$ cat config.mk
export PLATFORM = sky130hd
export DESIGN_NAME = dm_arbiter_flat
export DESIGN_NICKNAME = d
export VERILOG_FILES = /design/src/rtl/dm_arbiter_if.sv /design/src/rtl/dm_arbiter.sv /design/src/flat_wrapper.sv
export SDC_FILE = /design/constraint.sdc
export NUM_CORES = 1
export LEC_CHECK = 0
export CAP_MARGIN = 20
export CORE_AREA = 3 3 123 149
export CTS_BUF_LIST = sky130_fd_sc_hd__clkbuf_4
export CTS_CLUSTER_DIAMETER = 50
export CTS_CLUSTER_SIZE = 30
export DETAILED_ROUTE_END_ITERATION = 10
export DIE_AREA = 0 0 126 152
export PLACE_DENSITY = 0.88
export REMOVE_ABC_BUFFERS = 1
export SLEW_MARGIN = 30
export SYNTH_ARGS = -nofsm -noshare
export SYNTH_HDL_FRONTEND = slang
export SYNTH_SLANG_ARGS = --single-unit
$ cat constraint.sdc
create_clock -name clk -period 6.91 [get_ports clk]
set_input_delay 0.691 -clock clk [delete_from_list [all_inputs] [get_ports clk]]
set_output_delay 0.691 -clock clk [all_outputs]
set_load 0.02 [all_outputs]
$ cat src/rtl/dm_arbiter_if.sv
// dm_arbiter_if: one master's port on the data-memory arbiter.
//   req, lock, we, re, addr, wdata : request, held by the master until gnt
//   gnt                            : combinational grant, accepted at next rising edge
//   rvalid, err, rdata             : registered one-cycle response
interface dm_arbiter_if;
    logic        req;
    logic        lock;
    logic [1:0]  we;
    logic [2:0]  re;
    logic [31:0] addr;
    logic [31:0] wdata;
    logic        gnt;
    logic        rvalid;
    logic        err;
    logic [31:0] rdata;

    modport master (output req, lock, we, re, addr, wdata,
                    input  gnt, rvalid, err, rdata);
    modport slave  (input  req, lock, we, re, addr, wdata,
                    output gnt, rvalid, err, rdata);
endinterface

$ cat src/rtl/dm_arbiter.sv
// dm_arbiter: two-master arbiter and one-deep command stage in front of the
// byte-addressed data memory. m0 = pipeline MEM stage, m1 = debug/DMA loader.
//   clk, rstn      : clock, asynchronous active-low reset
//   m0, m1         : master request/response ports (dm_arbiter_if.slave)
//   mem_we/re      : store/load code to memory (zero when idle or rejected)
//   mem_addr/din   : memory address and write data
//   mem_dout       : combinational load data from memory

// Screens one request: illegal encoding, misalignment, out of range.
module dm_arb_chk #(
    parameter int unsigned DM_BYTES = 1024
) (
    input  logic [1:0]  we,
    input  logic [2:0]  re,
    input  logic [31:0] addr,
    output logic        err
);
    localparam logic [32:0] LIMIT = 33'(DM_BYTES);

    logic [2:0]  size;
    logic        mis;
    logic [32:0] last;

    always_comb begin
        size = 3'd0;
        if (we != 2'b00) begin
            case (we)
                2'b01:   size = 3'd4;
                2'b10:   size = 3'd2;
                default: size = 3'd1;
            endcase
        end else begin
            case (re)
                3'b001:         size = 3'd4;
                3'b010, 3'b011: size = 3'd2;
                3'b100, 3'b101: size = 3'd1;
                default:        size = 3'd0;
            endcase
        end
        case (size)
            3'd4:    mis = (addr[1:0] != 2'b00);
            3'd2:    mis = addr[0];
            default: mis = 1'b0;
        endcase
        // 33-bit sum so addresses near 2^32 cannot wrap back into range
        last = {1'b0, addr} + {30'd0, size} - 33'd1;
        err  = ((we != 2'b00) && (re != 3'b000)) || (re[2:1] == 2'b11) || mis ||
               ((size != 3'd0) && (last >= LIMIT));
    end
endmodule

module dm_arbiter #(
    parameter int unsigned DM_BYTES = 1024
) (
    input  logic        clk,
    input  logic        rstn,
    dm_arbiter_if.slave m0,
    dm_arbiter_if.slave m1,
    output logic [1:0]  mem_we,
    output logic [2:0]  mem_re,
    output logic [31:0] mem_addr,
    output logic [31:0] mem_din,
    input  logic [31:0] mem_dout
);
    localparam int NUM_M = 2;

    typedef struct packed {
        logic        own;
        logic [1:0]  we;
        logic [2:0]  re;
        logic [31:0] addr;
        logic [31:0] wdata;
        logic        err;
    } cmd_t;

    typedef struct packed {
        logic        own;
        logic        err;
        logic [31:0] rdata;
    } rsp_t;

    logic [NUM_M-1:0]        req, lock, gnt, chk_err, rv;
    logic [NUM_M-1:0][1:0]   we;
    logic [NUM_M-1:0][2:0]   re;
    logic [NUM_M-1:0][31:0]  addr, wdata;

    assign req   = {m1.req,   m0.req};
    assign lock  = {m1.lock,  m0.lock};
    assign we    = {m1.we,    m0.we};
    assign re    = {m1.re,    m0.re};
    assign addr  = {m1.addr,  m0.addr};
    assign wdata = {m1.wdata, m0.wdata};

    for (genvar i = 0; i < NUM_M; i++) begin : g_chk
        dm_arb_chk #(.DM_BYTES(DM_BYTES)) u_chk (
            .we   (we[i]),
            .re   (re[i]),
            .addr (addr[i]),
            .err  (chk_err[i])
        );
    end

    // vld_pipe[0]: command stage occupied, vld_pipe[1]: response valid
    logic [1:0] vld_pipe_q, vld_pipe_d;
    logic       prio_q, prio_d, gid;
    cmd_t       cmd_q, cmd_d;
    rsp_t       rsp_q, rsp_d;

    always_comb begin
        gnt = '0;
        if (rstn && req[0] && (!req[1] || !prio_q)) gnt[0] = 1'b1;
        else if (rstn && req[1])                    gnt[1] = 1'b1;
        gid = gnt[1];

        // a locked grant keeps priority on its owner, so the owner wins
        // every contended cycle until it drops req
        prio_d = prio_q;
        if (|gnt) prio_d = lock[gid] ? gid : ~gid;

        vld_pipe_d = {vld_pipe_q[0], |gnt};

        cmd_d = '0;
        if (|gnt) begin
            cmd_d.own   = gid;
            cmd_d.we    = we[gid];
            cmd_d.re    = re[gid];
            cmd_d.addr  = addr[gid];
            cmd_d.wdata = wdata[gid];
            cmd_d.err   = chk_err[gid];
        end

        rsp_d.own   = cmd_q.own;
        rsp_d.err   = cmd_q.err;
        rsp_d.rdata = (vld_pipe_q[0] && !cmd_q.err && (cmd_q.re != 3'b000)) ? mem_dout : '0;
    end

    // rejected commands keep the memory idle
    always_comb begin
        mem_we   = '0;
        mem_re   = '0;
        mem_addr = '0;
        mem_din  = '0;
        if (vld_pipe_q[0]) begin
            mem_addr = cmd_q.addr;
            mem_din  = cmd_q.wdata;
            if (!cmd_q.err) begin
                mem_we = cmd_q.we;
                mem_re = cmd_q.re;
            end
        end
    end

    always_ff @(posedge clk or negedge rstn) begin
        if (!rstn) begin
            prio_q     <= 1'b0;
            vld_pipe_q <= '0;
            cmd_q      <= '0;
            rsp_q      <= '0;
        end else begin
            prio_q     <= prio_d;
            vld_pipe_q <= vld_pipe_d;
            cmd_q      <= cmd_d;
            rsp_q      <= rsp_d;
        end
    end

    assign rv[0] = vld_pipe_q[1] && !rsp_q.own;
    assign rv[1] = vld_pipe_q[1] &&  rsp_q.own;

    assign m0.gnt    = gnt[0];
    assign m0.rvalid = rv[0];
    assign m0.err    = rv[0] && rsp_q.err;
    assign m0.rdata  = rv[0] ? rsp_q.rdata : '0;
    assign m1.gnt    = gnt[1];
    assign m1.rvalid = rv[1];
    assign m1.err    = rv[1] && rsp_q.err;
    assign m1.rdata  = rv[1] ? rsp_q.rdata : '0;
endmodule
$ cat src/flat_wrapper.sv
// flat-port wrapper written by rule: the top's interface ports become plain ports
module dm_arbiter_flat 
#(
    parameter int unsigned DM_BYTES = 1024
)
  (clk, rstn, mem_we, mem_re, mem_addr, mem_din, mem_dout, m0_req, m0_lock, m0_we, m0_re, m0_addr, m0_wdata, m0_gnt, m0_rvalid, m0_err, m0_rdata, m1_req, m1_lock, m1_we, m1_re, m1_addr, m1_wdata, m1_gnt, m1_rvalid, m1_err, m1_rdata);
  dm_arbiter_if m0_i ();
  dm_arbiter_if m1_i ();
  input  logic clk;
  input  logic rstn;
  output logic [1:0] mem_we;
  output logic [2:0] mem_re;
  output logic [31:0] mem_addr;
  output logic [31:0] mem_din;
  input  logic [31:0] mem_dout;
  input wire logic [$bits(m0_i.req)-1:0] m0_req;
  input wire logic [$bits(m0_i.lock)-1:0] m0_lock;
  input wire logic [$bits(m0_i.we)-1:0] m0_we;
  input wire logic [$bits(m0_i.re)-1:0] m0_re;
  input wire logic [$bits(m0_i.addr)-1:0] m0_addr;
  input wire logic [$bits(m0_i.wdata)-1:0] m0_wdata;
  output wire logic [$bits(m0_i.gnt)-1:0] m0_gnt;
  output wire logic [$bits(m0_i.rvalid)-1:0] m0_rvalid;
  output wire logic [$bits(m0_i.err)-1:0] m0_err;
  output wire logic [$bits(m0_i.rdata)-1:0] m0_rdata;
  input wire logic [$bits(m1_i.req)-1:0] m1_req;
  input wire logic [$bits(m1_i.lock)-1:0] m1_lock;
  input wire logic [$bits(m1_i.we)-1:0] m1_we;
  input wire logic [$bits(m1_i.re)-1:0] m1_re;
  input wire logic [$bits(m1_i.addr)-1:0] m1_addr;
  input wire logic [$bits(m1_i.wdata)-1:0] m1_wdata;
  output wire logic [$bits(m1_i.gnt)-1:0] m1_gnt;
  output wire logic [$bits(m1_i.rvalid)-1:0] m1_rvalid;
  output wire logic [$bits(m1_i.err)-1:0] m1_err;
  output wire logic [$bits(m1_i.rdata)-1:0] m1_rdata;
  assign m0_i.req = m0_req;
  assign m0_i.lock = m0_lock;
  assign m0_i.we = m0_we;
  assign m0_i.re = m0_re;
  assign m0_i.addr = m0_addr;
  assign m0_i.wdata = m0_wdata;
  assign m0_gnt = m0_i.gnt;
  assign m0_rvalid = m0_i.rvalid;
  assign m0_err = m0_i.err;
  assign m0_rdata = m0_i.rdata;
  assign m1_i.req = m1_req;
  assign m1_i.lock = m1_lock;
  assign m1_i.we = m1_we;
  assign m1_i.re = m1_re;
  assign m1_i.addr = m1_addr;
  assign m1_i.wdata = m1_wdata;
  assign m1_gnt = m1_i.gnt;
  assign m1_rvalid = m1_i.rvalid;
  assign m1_err = m1_i.err;
  assign m1_rdata = m1_i.rdata;
  dm_arbiter #(.DM_BYTES(DM_BYTES)) u_core (.clk(clk), .rstn(rstn), .m0(m0_i), .m1(m1_i), .mem_we(mem_we), .mem_re(mem_re), .mem_addr(mem_addr), .mem_din(mem_din), .mem_dout(mem_dout));
endmodule
[After elaboration in Yosys (flattened, before gate mapping)]
Index checks and enable logic that the tools add are counted.
Widths: inputs -> output; s select.
Operators by class
  $add $sub $neg: 4
  $lt $le $gt $ge: 3
  equal/unequal tests: 20
  multiplexer cells: 34
  bitwise logic cells: 1
  reduce and logical (&&, ||, !) cells: 38
Operators by type and width (count)
  $mux 32: 9
  $mux 71: 1
  $add 32x3->33: 2
  $ge 33x11->1 const B: 2
  $sub 33x1->33 const B: 2
  $eq 3x2->1 const B: 6
  $eq 3x3->1 const B: 6
  $mux 3: 6
  $pmux 3 s3: 2
  $reduce_bool 3->1: 5
  $logic_and 1x1->1: 13
  $pmux 3 s2: 2
  $reduce_or 2->1: 5
  $eq 2x2->1 const B: 4
  $mux 1: 8
  $mux 2: 4
  $reduce_bool 2->1: 4
  $logic_or 1x1->1: 7
  $eq 3x1->1 const B: 2
  $eq 2x1->1 const B: 2
  $logic_not 1->1: 4
  $pmux 1 s2: 2
  $lt 1x2->1 const B: 1
  $not 1->1: 1
Storage, ports and cells
  register bits after elaboration: 108
  output and inout port bits: 139

[Longest topological paths before layout]
  depth after elaboration: 12
  gate-level depth with buffers: 18
  mapped depth without buffers: 17

[Cells and area by module]
From an unflattened synthesis, not the netlist that was laid out.
Second synthesis, totals
  cell total of the unflattened synthesis: 1172
  area, all modules: 9659.3 um2
By module, submodules not included
  dm_arbiter: times used 1, cells each 482, area each 5322.6 um2
  dm_arb_chk: times used 2, cells each 345, area each 2168.3 um2

[Worst setup path after synthesis]
OpenSTA, ideal clock, no wires.
  kind: input port to flip-flop
  start: input port m1_re[2]
  end: register u_core.cmd_q[0] (netlist name)
  data arrival time: 4.049 ns
  data required time: 6.786 ns
  slack: 2.737 ns
  cell stages on the path: 16
  buffers on the path: 0
  path through: or3b_1 a21oi_1 inv_1 ha_1 inv_1 ha_1 a211oi_1 o211ai_1 a21oi_1 o311ai_2 a31oi_2 nor2_1 mux2_2 nand4_1 or4_1 o31a_1
RTL lines
  from (decl): RTL line flat_wrapper.sv:29  | input wire logic [$bits(m1_i.re)-1:0] m1_re;
  to (signal assigned): RTL line dm_arbiter.sv:162  | cmd_q <= cmd_d;
  to (decl): RTL line dm_arbiter.sv:106  | cmd_t cmd_q, cmd_d;

==> flow_metrics.py <==
metrics = {
    "run_status": {
        "run_status": "complete, no violations",
    },
    "synthesis": {
        "synth-simple-area-share_pct": 24.2,
        "synth_edf_count": 0,
        "synth_xor_area_share_pct": 1.86,
        "syn_inst": 1000,
        "yosysMostFrequentCell": "and2_1",
        "synth_top_family_by_area": "simple AND/OR/NAND/NOR gates",
        "ys_seq_elements": 108,
        "syn_area_mm2": 0.00850,
        "muxShareOfSynthArea_pct": 1.25,
        "synth_top_area_share_pct": 31.8,
        "synth_fa_ha_area_share_pct": 10.5,
        "yosysWarnings": 0,
        "synth_area_leaders": "dfrtp_1, and2_1, ha_1, a22o_1, inv_1",
        "synth.distinct_cells": 73,
        "yosys.area.top_type": "dfrtp_1",
        "synth-compound-area-share_pct": 24.1,
        "netlist_top_cells_count": "and2_1, dfrtp_1, inv_1",
        "ys.flop_type": "dfrtp_1",
        "synth-async-reset-ratio_pct": 100,
        "synth.avg_cell_area_um2": 8.50,
        "ys_seq_area_share_pct": 31.8,
    },
    "clocking": {
        "clk_transition_reported_paths_ns": 0.18,
        "clkSinkCount": 108,
        "cts_tree": "yes",
        "cts_resized": 0,
        "cts.hold.buffers_added": 0,
        "cts_max_level": 3,
        "cts_setup_buffers": 0,
        "clk_latency_ns": 0.50,
        "cts_buffers": 9,
        "root_buffer": "clkbuf_4",
        "clk_path_buf_depth": 2,
    },
    "power_and_ir_drop": {
        "ir_drop_uv": 73.3,
        "cellPowerDensity_mw_per_mm2": 142,
        "leakage_uw": 0.00547,
        "p_total_uw": 1690,
    },
    "global_route": {
        "antenna_found_initial": 2,
        "grt_max_degree": 70,
        "grt_usage_pct": 28.7,
        "grt-ovfl-total": 0,
        "grt_pass1_vias": 8618,
        "grt_pass1_wl_um": 44900,
    },
    "setup_path": {
        "start_kind": "primary input",
        "cp.arrival_ns": 5.17,
        "crit_path_end_kind": "flip-flop",
        "rr_worst_depth": 10,
        "max_stage_delay_ns": 0.53,
        "cpMaxStageDelayCell": "a21oi_1",
        "r2r-start": "u_core.prio_q",
        "reg2reg_to": "u_core.cmd_q[0]",
        "endpoint": "u_core.cmd_q[0]",
        "cp-startpoint": "m1_re[2]",
        "worstPathRequired_ns": 7.30,
        "worstPathCellList": "clkdlybuf4s50_1 -> or3b_1 -> a21oi_1 -> inv_1 -> ha_1 -> inv_1 -> ha_1 -> a211oi_1 -> o211ai_1 -> a21oi_1 -> o311ai_2 -> a31oi_2 -> nor2_1 -> mux2_2 -> nand4_1 -> or4_1 -> o31a_1",
        "critPathKind": "primary input to flip-flop",
        "r2r_slack_ns": 3.25,
        "critPathMaxFanout": 8,
    },
    "drt": {
        "drc": 0,
        "ant_nets": 0,
        "num_vias": 8607,
        "firstDrtPassIters": 5,
        "finalWirelength_um": 28000,
        "drtIter0Drc": 569,
        "vias_per_cell": 5.72,
        "wl_per_cell_um": 18.6,
    },
    "finish": {
        "fin_nets": 1527,
        "drive_above_1_share_pct": 3.19,
        "area_growth_pct": 40.4,
        "design_area_mm2": 0.0119,
    },
    "timing": {
        "worst_clock_skew_ns": 0.0176,
        "setup_viol": 0,
        "tightestPinTransition_ns": 0.840,
        "period_minus_slack_ns": 4.78,
        "finalSetupTns_ns": 0,
        "slew_viol_final": 0,
        "fin_crit_sh_pct": 69.1,
        "rsz0062_at_grt": "no",
        "hold_viol": 0,
        "relSlewSlack_pct": 44.0,
        "max_freq_mhz": 209,
    },
    "floorplanning": {
        "core_mm2": 0.0169,
        "die_width_um": 126,
        "die-height_um": 152,
        "io_pins": 315,
        "rows": 52,
        "initial_core_util_pct": 50.2,
        "dieArea_mm2": 0.0192,
    },
    "run": {
        "cap_viol_max_count": 0,
    },
    "placement": {
        "placed_area_mm2": 0.0118,
        "dp_hpwl_um": 22500,
        "gp_congestion": 0.979,
        "numPortBuffers": 314,
    },
    "worst_hold_path": {
        "hp-class": "primary input to asynchronous set/reset pin",
    },
}
## placed cells by master, fill, tap and decap left out, drive strengths merged, types with 8 or more instances in the layout
cell type and instances:
o21ai 37, a21oi 61, nand2 49, and2 136, nor3 23, inv 98, and3 39, clkdlybuf4s50 313
a211oi 10, or3 8, clkbuf 9, nand3 9, nor2 55, a22o 63, xnor2 15, o211ai 14
a21o 15, nand4 13, nor2b 9, dfrtp 108, ha 68, o21a 8
## worst max-delay path, delay by kind of cell
| kind | cells | cell delay (ns) |
|---|---|---|
| buffers and inverters | 3 | 0.65 |
| AND/OR/NAND/NOR | 4 | 1.05 |
| AO/OA/AOI/OAI | 7 | 1.92 |
| multiplexers | 1 | 0.24 |
| adder cells (fa/ha/maj) | 2 | 0.62 |
## registers in the layout, summed over array words and instances, names as in the netlist
register and count:
u_core.vld_pipe_q 2, u_core.rsp_q 34, u_core.prio_q 1, u_core.cmd_q 71
## kinds of logic (layout without fill, tap and decap cells)
kind of cell	Yosys count	count (layout)
adders and majority gates	70	70
other	0	2
DFF	108	108
muxes	10	10
AOI/OAI and AO/OA	281	281
and+or+nand+nor	370	370
xor gates and xnor gates	18	18
buffers and inverters	143	429
## worst min path at each step
stage	start	to	depth (start not counted)
final	rstn	u_core.rsp_q[2]	1
after global routing	rstn	u_core.rsp_q[0]	1
after CTS	rstn	u_core.cmd_q[66]	1
after detailed placement	u_core.cmd_q[70]	u_core.rsp_q[33]	0
after global placement	u_core.cmd_q[70]	u_core.rsp_q[33]	0
after floorplan	u_core.cmd_q[70]	u_core.rsp_q[33]	0
## layer usage
layer | GRT usage (%) | share of wire, % | vias to the layer above
met5 | 0 | 0 | -
li1 | - | - | 4130
met4 | 11.0 | 3.7 | 0
met1 | 34.0 | 39 | 4051
met2 | 51.9 | 52 | 365
met3 | 4.07 | 6.0 | 61
## metrics by stage
stage / hold slack [ns] / utilization [%] / setup WS (ns) / cells
2_1_floorplan: 0.331 / - / 2.43 / 952
3_3_place_gp: 0.332 / 69.6 / 1.82 / 1486
3_5_place_dp: 0.339 / 69.6 / 1.71 / 1486
4_1_cts: 0.206 / 70.5 / 2.24 / 1502
5_1_grt: 0.221 / 70.5 / 1.83 / 1504
6_report: 0.211 / 70.5 / 2.13 / 1504
## power breakdown
group | switching (µW) | internal [µW] | leakage, µW | total, µW
clock | 231 | 117 | 0.0000820 | 348
sequential | 23.3 | 673 | 0.00144 | 697
combinational | 343 | 305 | 0.00395 | 648
## layout make-up
type | count | area, µm²
antenna | 2 | 5.00
sequential | 108 | 2710
timing repair buffer | 318 | 3170
inverter | 95 | 357
fill | 1374 | 4990
clock buffer | 9 | 67.6
tap | 216 | 270
clock inverter | 7 | 82.6
multi-input combinational | 749 | 5270
Power figures use the tool's default switching activity.
